--- config.mk ---
export PLATFORM = sky130hd
export DESIGN_NAME = spi_master_flat
export DESIGN_NICKNAME = d
export VERILOG_FILES = /design/src/rtl/spi_master_if.sv /design/src/rtl/spi_master.sv /design/src/flat_wrapper.sv
export SDC_FILE = /design/constraint.sdc
export NUM_CORES = 1
export LEC_CHECK = 0
export ABC_CLOCK_PERIOD_IN_PS = 2000
export BUFFER_PORTS_ARGS = -buffer_cell sky130_fd_sc_hd__buf_2
export CORE_MARGIN = 2
export CORE_UTILIZATION = 50
export CTS_CLUSTER_SIZE = 30
export DETAILED_ROUTE_END_ITERATION = 7
export PLACE_DENSITY_LB_ADDON = 0.15
export SETUP_SLACK_MARGIN = 0.3
export SYNTH_ARGS = -nofsm -noshare
export SYNTH_HDL_FRONTEND = slang
export SYNTH_SLANG_ARGS = --single-unit
--- constraint.sdc ---
create_clock -name clk -period 2 [get_ports clk]
set_clock_uncertainty 0.1 [all_clocks]
set_input_delay 0.6 -clock clk [delete_from_list [all_inputs] [get_ports clk]]
set_output_delay 0.6 -clock clk [all_outputs]
set_load 0.02 [all_outputs]
--- src/rtl/spi_master_if.sv ---
// SPI master bundle: byte-stream handshake towards the client plus the SPI bus pins.
interface spi_master_if;
    logic [7:0] tx_data;
    logic       tx_last;
    logic       tx_valid;
    logic       tx_ready;
    logic [7:0] rx_data;
    logic       rx_valid;
    logic       busy;
    logic       SCK;
    logic       MOSI;
    logic       SSEL;
    logic       MISO;

    modport master (
        input  tx_data, tx_last, tx_valid, MISO,
        output tx_ready, rx_data, rx_valid, busy, SCK, MOSI, SSEL
    );

    modport slave (
        output tx_data, tx_last, tx_valid, MISO,
        input  tx_ready, rx_data, rx_valid, busy, SCK, MOSI, SSEL
    );
endinterface

--- src/rtl/spi_master.sv ---
// SPI mode-0 byte master with SSEL hold/gap framing.
// Define SPI_MASTER_LOOPBACK_EN to capture the internal MOSI instead of the MISO pin.
module spi_master #(
    parameter int unsigned CLK_DIV = 4
) (
    input  logic         clk,
    input  logic         rst_n,
    spi_master_if.master bus
);
    typedef enum logic [2:0] {IDLE, SHIFT, WAIT_NEXT, HOLD, GAP} state_e;

    localparam logic [7:0] DIV_LAST = 8'(CLK_DIV - 1);

    state_e     state_q, state_d;
    logic [7:0] div_q, div_d;
    logic [2:0] bit_q, bit_d;
    logic       sck_q, sck_d;
    logic       last_q, last_d;
    logic [7:0] tx_sr_q, tx_sr_d;
    logic [7:0] rx_sr_q, rx_sr_d;
    logic [7:0] rx_data_q, rx_data_d;
    logic       rx_valid_q, rx_valid_d;

    logic tx_ready;
    logic div_end;
    logic accept;
    logic byte_end;
    logic sample_bit;

    assign div_end  = (div_q == DIV_LAST);
    assign accept   = bus.tx_valid && tx_ready;
    assign byte_end = (state_q == SHIFT) && div_end && sck_q && (bit_q == 3'd7);

`ifdef SPI_MASTER_LOOPBACK_EN
    assign sample_bit = tx_sr_q[7];
`else
    assign sample_bit = bus.MISO;
`endif

    always_ff @(posedge clk) begin
        if (!rst_n) begin
            state_q    <= IDLE;
            div_q      <= '0;
            bit_q      <= '0;
            sck_q      <= 1'b0;
            last_q     <= 1'b0;
            tx_sr_q    <= '0;
            rx_sr_q    <= '0;
            rx_data_q  <= '0;
            rx_valid_q <= 1'b0;
        end else begin
            state_q    <= state_d;
            div_q      <= div_d;
            bit_q      <= bit_d;
            sck_q      <= sck_d;
            last_q     <= last_d;
            tx_sr_q    <= tx_sr_d;
            rx_sr_q    <= rx_sr_d;
            rx_data_q  <= rx_data_d;
            rx_valid_q <= rx_valid_d;
        end
    end

    always_comb begin
        state_d = state_q;
        case (state_q)
            IDLE, WAIT_NEXT: if (accept) state_d = SHIFT;
            SHIFT:           if (byte_end) state_d = last_q ? HOLD : WAIT_NEXT;
            HOLD:            if (div_end) state_d = GAP;
            GAP:             if (div_end) state_d = IDLE;
            default:         state_d = IDLE;
        endcase
    end

    // Divider restarts at every SCK edge, so HOLD/GAP always begin at count 0.
    always_comb begin
        div_d      = div_q;
        bit_d      = bit_q;
        sck_d      = 1'b0;
        last_d     = last_q;
        tx_sr_d    = tx_sr_q;
        rx_sr_d    = rx_sr_q;
        rx_data_d  = rx_data_q;
        rx_valid_d = 1'b0;
        case (state_q)
            SHIFT: begin
                sck_d = sck_q;
                if (div_end) begin
                    div_d = '0;
                    sck_d = ~sck_q;
                    if (!sck_q) begin
                        rx_sr_d = {rx_sr_q[6:0], sample_bit};
                    end else begin
                        tx_sr_d = {tx_sr_q[6:0], 1'b0};
                        if (bit_q == 3'd7) begin
                            bit_d      = '0;
                            rx_data_d  = rx_sr_q;
                            rx_valid_d = 1'b1;
                        end else begin
                            bit_d = bit_q + 3'd1;
                        end
                    end
                end else begin
                    div_d = div_q + 8'd1;
                end
            end
            HOLD, GAP: div_d = div_end ? '0 : div_q + 8'd1;
            default: begin
                div_d = '0;
                bit_d = '0;
                if (accept) begin
                    tx_sr_d = bus.tx_data;
                    last_d  = bus.tx_last;
                end
            end
        endcase
    end

    always_comb begin
        tx_ready     = (state_q == IDLE) || (state_q == WAIT_NEXT);
        bus.tx_ready = tx_ready;
        bus.busy     = (state_q != IDLE);
        bus.SSEL     = (state_q == IDLE) || (state_q == GAP);
        bus.SCK      = sck_q;
        bus.MOSI     = (state_q == SHIFT) ? tx_sr_q[7] : 1'b0;
        bus.rx_data  = rx_data_q;
        bus.rx_valid = rx_valid_q;
    end
endmodule

--- src/flat_wrapper.sv ---
// flat-port wrapper written by rule: the top's interface ports become plain ports
module spi_master_flat 
#(
    parameter int unsigned CLK_DIV = 4
)
  (clk, rst_n, bus_tx_data, bus_tx_last, bus_tx_valid, bus_MISO, bus_tx_ready, bus_rx_data, bus_rx_valid, bus_busy, bus_SCK, bus_MOSI, bus_SSEL);
  spi_master_if bus_i ();
  input  logic clk;
  input  logic rst_n;
  input wire logic [$bits(bus_i.tx_data)-1:0] bus_tx_data;
  input wire logic [$bits(bus_i.tx_last)-1:0] bus_tx_last;
  input wire logic [$bits(bus_i.tx_valid)-1:0] bus_tx_valid;
  input wire logic [$bits(bus_i.MISO)-1:0] bus_MISO;
  output wire logic [$bits(bus_i.tx_ready)-1:0] bus_tx_ready;
  output wire logic [$bits(bus_i.rx_data)-1:0] bus_rx_data;
  output wire logic [$bits(bus_i.rx_valid)-1:0] bus_rx_valid;
  output wire logic [$bits(bus_i.busy)-1:0] bus_busy;
  output wire logic [$bits(bus_i.SCK)-1:0] bus_SCK;
  output wire logic [$bits(bus_i.MOSI)-1:0] bus_MOSI;
  output wire logic [$bits(bus_i.SSEL)-1:0] bus_SSEL;
  assign bus_i.tx_data = bus_tx_data;
  assign bus_i.tx_last = bus_tx_last;
  assign bus_i.tx_valid = bus_tx_valid;
  assign bus_i.MISO = bus_MISO;
  assign bus_tx_ready = bus_i.tx_ready;
  assign bus_rx_data = bus_i.rx_data;
  assign bus_rx_valid = bus_i.rx_valid;
  assign bus_busy = bus_i.busy;
  assign bus_SCK = bus_i.SCK;
  assign bus_MOSI = bus_i.MOSI;
  assign bus_SSEL = bus_i.SSEL;
  spi_master #(.CLK_DIV(CLK_DIV)) u_core (.clk(clk), .rst_n(rst_n), .bus(bus_i));
endmodule
==> results.json <==
{
  "slew_viol_final": 0,
  "drv_cap": 0,
  "synth_top_cell_area_share_pct": 44.5,
  "hold_class": "register to register",
  "cp-startpoint": "u_core.state_q[0]$_SDFFE_PN0P_",
  "synth-simple-area-share_pct": 21.4,
  "synthCells": 184,
  "dp.cells": 255,
  "synth_top_family_by_area": "simple AND/OR/NAND/NOR gates",
  "vias": 1483,
  "grt_max_degree": 22,
  "syn_area_per_cell_sq_um": 10.0,
  "grt_pass1_wl_mm": 6.15,
  "coreArea_sq_mm": 0.00361,
  "ios": 27,
  "antenna_left": 0,
  "final_nets": 246,
  "worst_slew_pin_slew_ns": 0.323,
  "globalRouteTotalUtil_pct": 19.2,
  "r2r-start": "u_core.state_q[0]$_SDFFE_PN0P_",
  "synth_compound_area_share_pct": 11.6,
  "dr.pass1.iters": 4,
  "die-area_sq_mm": 0.00419,
  "ys.flop_type": "dfxtp_1",
  "synth_most_common_cell": "dfxtp_1",
  "grt-ovfl-total": 0,
  "cts.sinks": 41,
  "start_util_pct": 51.1,
  "drive_above_1_share_pct": 37.7,
  "cp.required_ns": 1.30,
  "rsz0062_at_grt": "true",
  "synth_seq_cells": 41,
  "drcViolationCount": 0,
  "stdcell_count": 279,
  "slew_headroom_pct": 78.3,
  "drt-wirelength-per-cell_um": 13.8,
  "routed_wl_mm": 3.85,
  "clkLatencyLatePin_ns": 0.29,
  "synthDistinctLibCells": 40,
  "cts_tree": "yes",
  "cp_max_fo": 4,
  "r2r_setup_slack_ns": 0.25,
  "yosys.area_share.adder_pct": 2.04,
  "viasPerCell": 5.32,
  "reg2regPathDepth": 6,
  "critPathLaunchType": "register",
  "die_w_um": 64.7,
  "cts.clk_slew.worst_paths_ns": 0.08,
  "synthMuxAreaShare_pct": 13.0,
  "setup_tns_ns": 0,
  "synth_edf_count": 0,
  "syn_nets": 200,
  "period_minus_slack_ns": 1.86,
  "yosysTopAreaCell": "dfxtp_1",
  "critPathCaptureType": "output port",
  "pwr_density_cell_mw_per_mm2": 868,
  "finalHoldViolCount": 0,
  "dpl.hpwl_mm": 2.50,
  "area_growth_syn_to_layout_pct": 30.7,
  "cts_root_buf": "clkbuf_8",
  "crit_end": "bus_busy",
  "outcome": "finished, final reports clean",
  "htree_levels": 2,
  "ys_warn_count": 0,
  "n_antenna_cell": 0,
  "p_leak_nw": 1.11,
  "antenna_found_initial": 0,
  "fin_crit_sh_pct": 93.2,
  "die_h_um": 64.7,
  "rows": 22,
  "path_class": "register to output port",
  "async_flop_share_pct": 0,
  "numPortBuffers": 26,
  "synth.cell_area_sq_mm": 0.00184,
  "max_freq_mhz": 537,
  "ir_drop_uv": 712,
  "synthXorXnorAreaFrac_pct": 3.32,
  "finalWeightedCongestion": 0.839,
  "synth_seq_area_share_pct": 44.5,
  "numCtsBuffers": 5,
  "setup_viol": 0,
  "grt_pass1_vias": 1403,
  "yosys-top-cells-count": "dfxtp_1 (41), mux2i_1 (24), nor2b_1 (17), nor2_1 (11), o21ai_0 (10)",
  "first_iter_violations": 72,
  "synth_area_leaders": "dfxtp_1 (45%), mux2i_1 (13%), nor2b_1 (5.8%)",
  "ctsHoldBuffers": 0,
  "reg2reg_to": "u_core.div_q[6]$_SDFF_PP0_",
  "cts_max_path_buffers": 2,
  "critical_path_arrival_ns": 1.16
}
[critical path, stage by stage (launching register included)]
cell	delay [ns]
dfxtp_4	0.36
or3_4	0.38
buf_6	0.14
[flip-flops by register name, summed over array words and instances (netlist names)]
| register | flops |
|---|---|
| u_core.bus.SCK | 1 |
| u_core.rx_sr_q | 8 |
| u_core.state_q | 3 |
| u_core.tx_sr_q | 8 |
| u_core.bus.rx_valid | 1 |
| u_core.last_q | 1 |
| u_core.bit_q | 3 |
| u_core.bus.rx_data | 8 |
| u_core.div_q | 8 |
[routing by layer]
| layer | track usage, % | up-vias | wire length (um) |
|---|---|---|---|
| met5 | 0 | - | 0 |
| met4 | 8.24 | 0 | 81 |
| met3 | 5.56 | 8 | 166 |
| met2 | 33.4 | 31 | 1990 |
| met1 | 21.8 | 701 | 1610 |
| li1 | - | 743 | - |
[power breakdown]
part / total [mW] / leakage (nW) / switching, mW / internal (mW)
Sequential: 0.895 / 0.338 / 0.0298 / 0.865
Combinational: 0.537 / 0.717 / 0.248 / 0.289
Clock: 0.661 / 0.0543 / 0.287 / 0.373
[worst min-delay path by stage]
| stage | start | endpoint | slack, ns | depth (start not counted) |
|---|---|---|---|---|
| 6_report | u_core.bit_q[0]$_SDFFE_PN0P_ | u_core.bit_q[0]$_SDFFE_PN0P_ | 0.35 | 1 |
| 5_1_grt | u_core.bit_q[0]$_SDFFE_PN0P_ | u_core.bit_q[0]$_SDFFE_PN0P_ | 0.37 | 1 |
| 4_1_cts | u_core.tx_sr_q[0]$_SDFFE_PN0P_ | u_core.tx_sr_q[0]$_SDFFE_PN0P_ | 0.38 | 2 |
| 3_5_place_dp | u_core.tx_sr_q[0]$_SDFFE_PN0P_ | u_core.tx_sr_q[0]$_SDFFE_PN0P_ | 0.37 | 2 |
| 3_3_place_gp | u_core.tx_sr_q[0]$_SDFFE_PN0P_ | u_core.tx_sr_q[0]$_SDFFE_PN0P_ | 0.34 | 2 |
| 2_1_floorplan | u_core.tx_sr_q[0]$_SDFFE_PN0P_ | u_core.tx_sr_q[0]$_SDFFE_PN0P_ | 0.33 | 2 |
[layout make-up]
| cell class | instances | area [sq um] |
|---|---|---|
| Fill cell | 284 | 1190 |
| Clock inverter | 3 | 46.3 |
| Sequential cell | 41 | 843 |
| Clock buffer | 5 | 68.8 |
| Inverter | 4 | 15.0 |
| Timing Repair Buffer | 49 | 343 |
| Tap cell | 48 | 60.1 |
| Multi-Input combinational cell | 129 | 1030 |
[what timing repair did]
| item | 4_1_cts | 5_1_grt |
|---|---|---|
| pin swaps | 4 | 10 |
| gates cloned | 1 | 0 |
| buffers inserted | 8 | 7 |
| endpoints found under the setup margin | 22 | 42 |
| gates resized for setup | 20 | 21 |
[metrics by stage]
| stage | total power, mW | hold WS (ns) | area (sq um) | util (%) | setup slack, ns |
|---|---|---|---|---|---|
| 2_1_floorplan | 1.19 | 0.328 | 1870 | - | 0.323 |
| 3_3_place_gp | 1.27 | 0.342 | 2050 | 56.9 | 0.170 |
| 3_5_place_dp | 1.29 | 0.366 | 2050 | 56.9 | 0.155 |
| 4_1_cts | 2.06 | 0.379 | 2290 | 63.5 | 0.126 |
| 5_1_grt | 2.20 | 0.373 | 2410 | 66.9 | 0.103 |
| 6_report | 2.09 | 0.351 | 2410 | 66.9 | 0.137 |
[cells by family after synthesis]
| logic type | count (synthesis) |
|---|---|
| AOI/OAI and AO/OA | 31 |
| DFF | 41 |
| muxes | 24 |
| buffers and inverters | 15 |
| xor gates and xnor gates | 7 |
| adders and majority gates | 3 |
| and+or+nand+nor | 63 |
[cells in the final DEF, fill, tap and decap left out, types with 4 or more instances in the layout]
cell	n
o211a_1	7
dfxtp_1	33
buf_2	22
clkbuf_8	5
xor2_1	5
nand3_1	6
mux2i_1	23
nor2_1	7
nor2b_1	17
dfxtp_4	5
inv_1	4
nand2_1	4
buf_6	8
buf_4	19
o21ai_0	10
(Power assumes the default switching activity.)
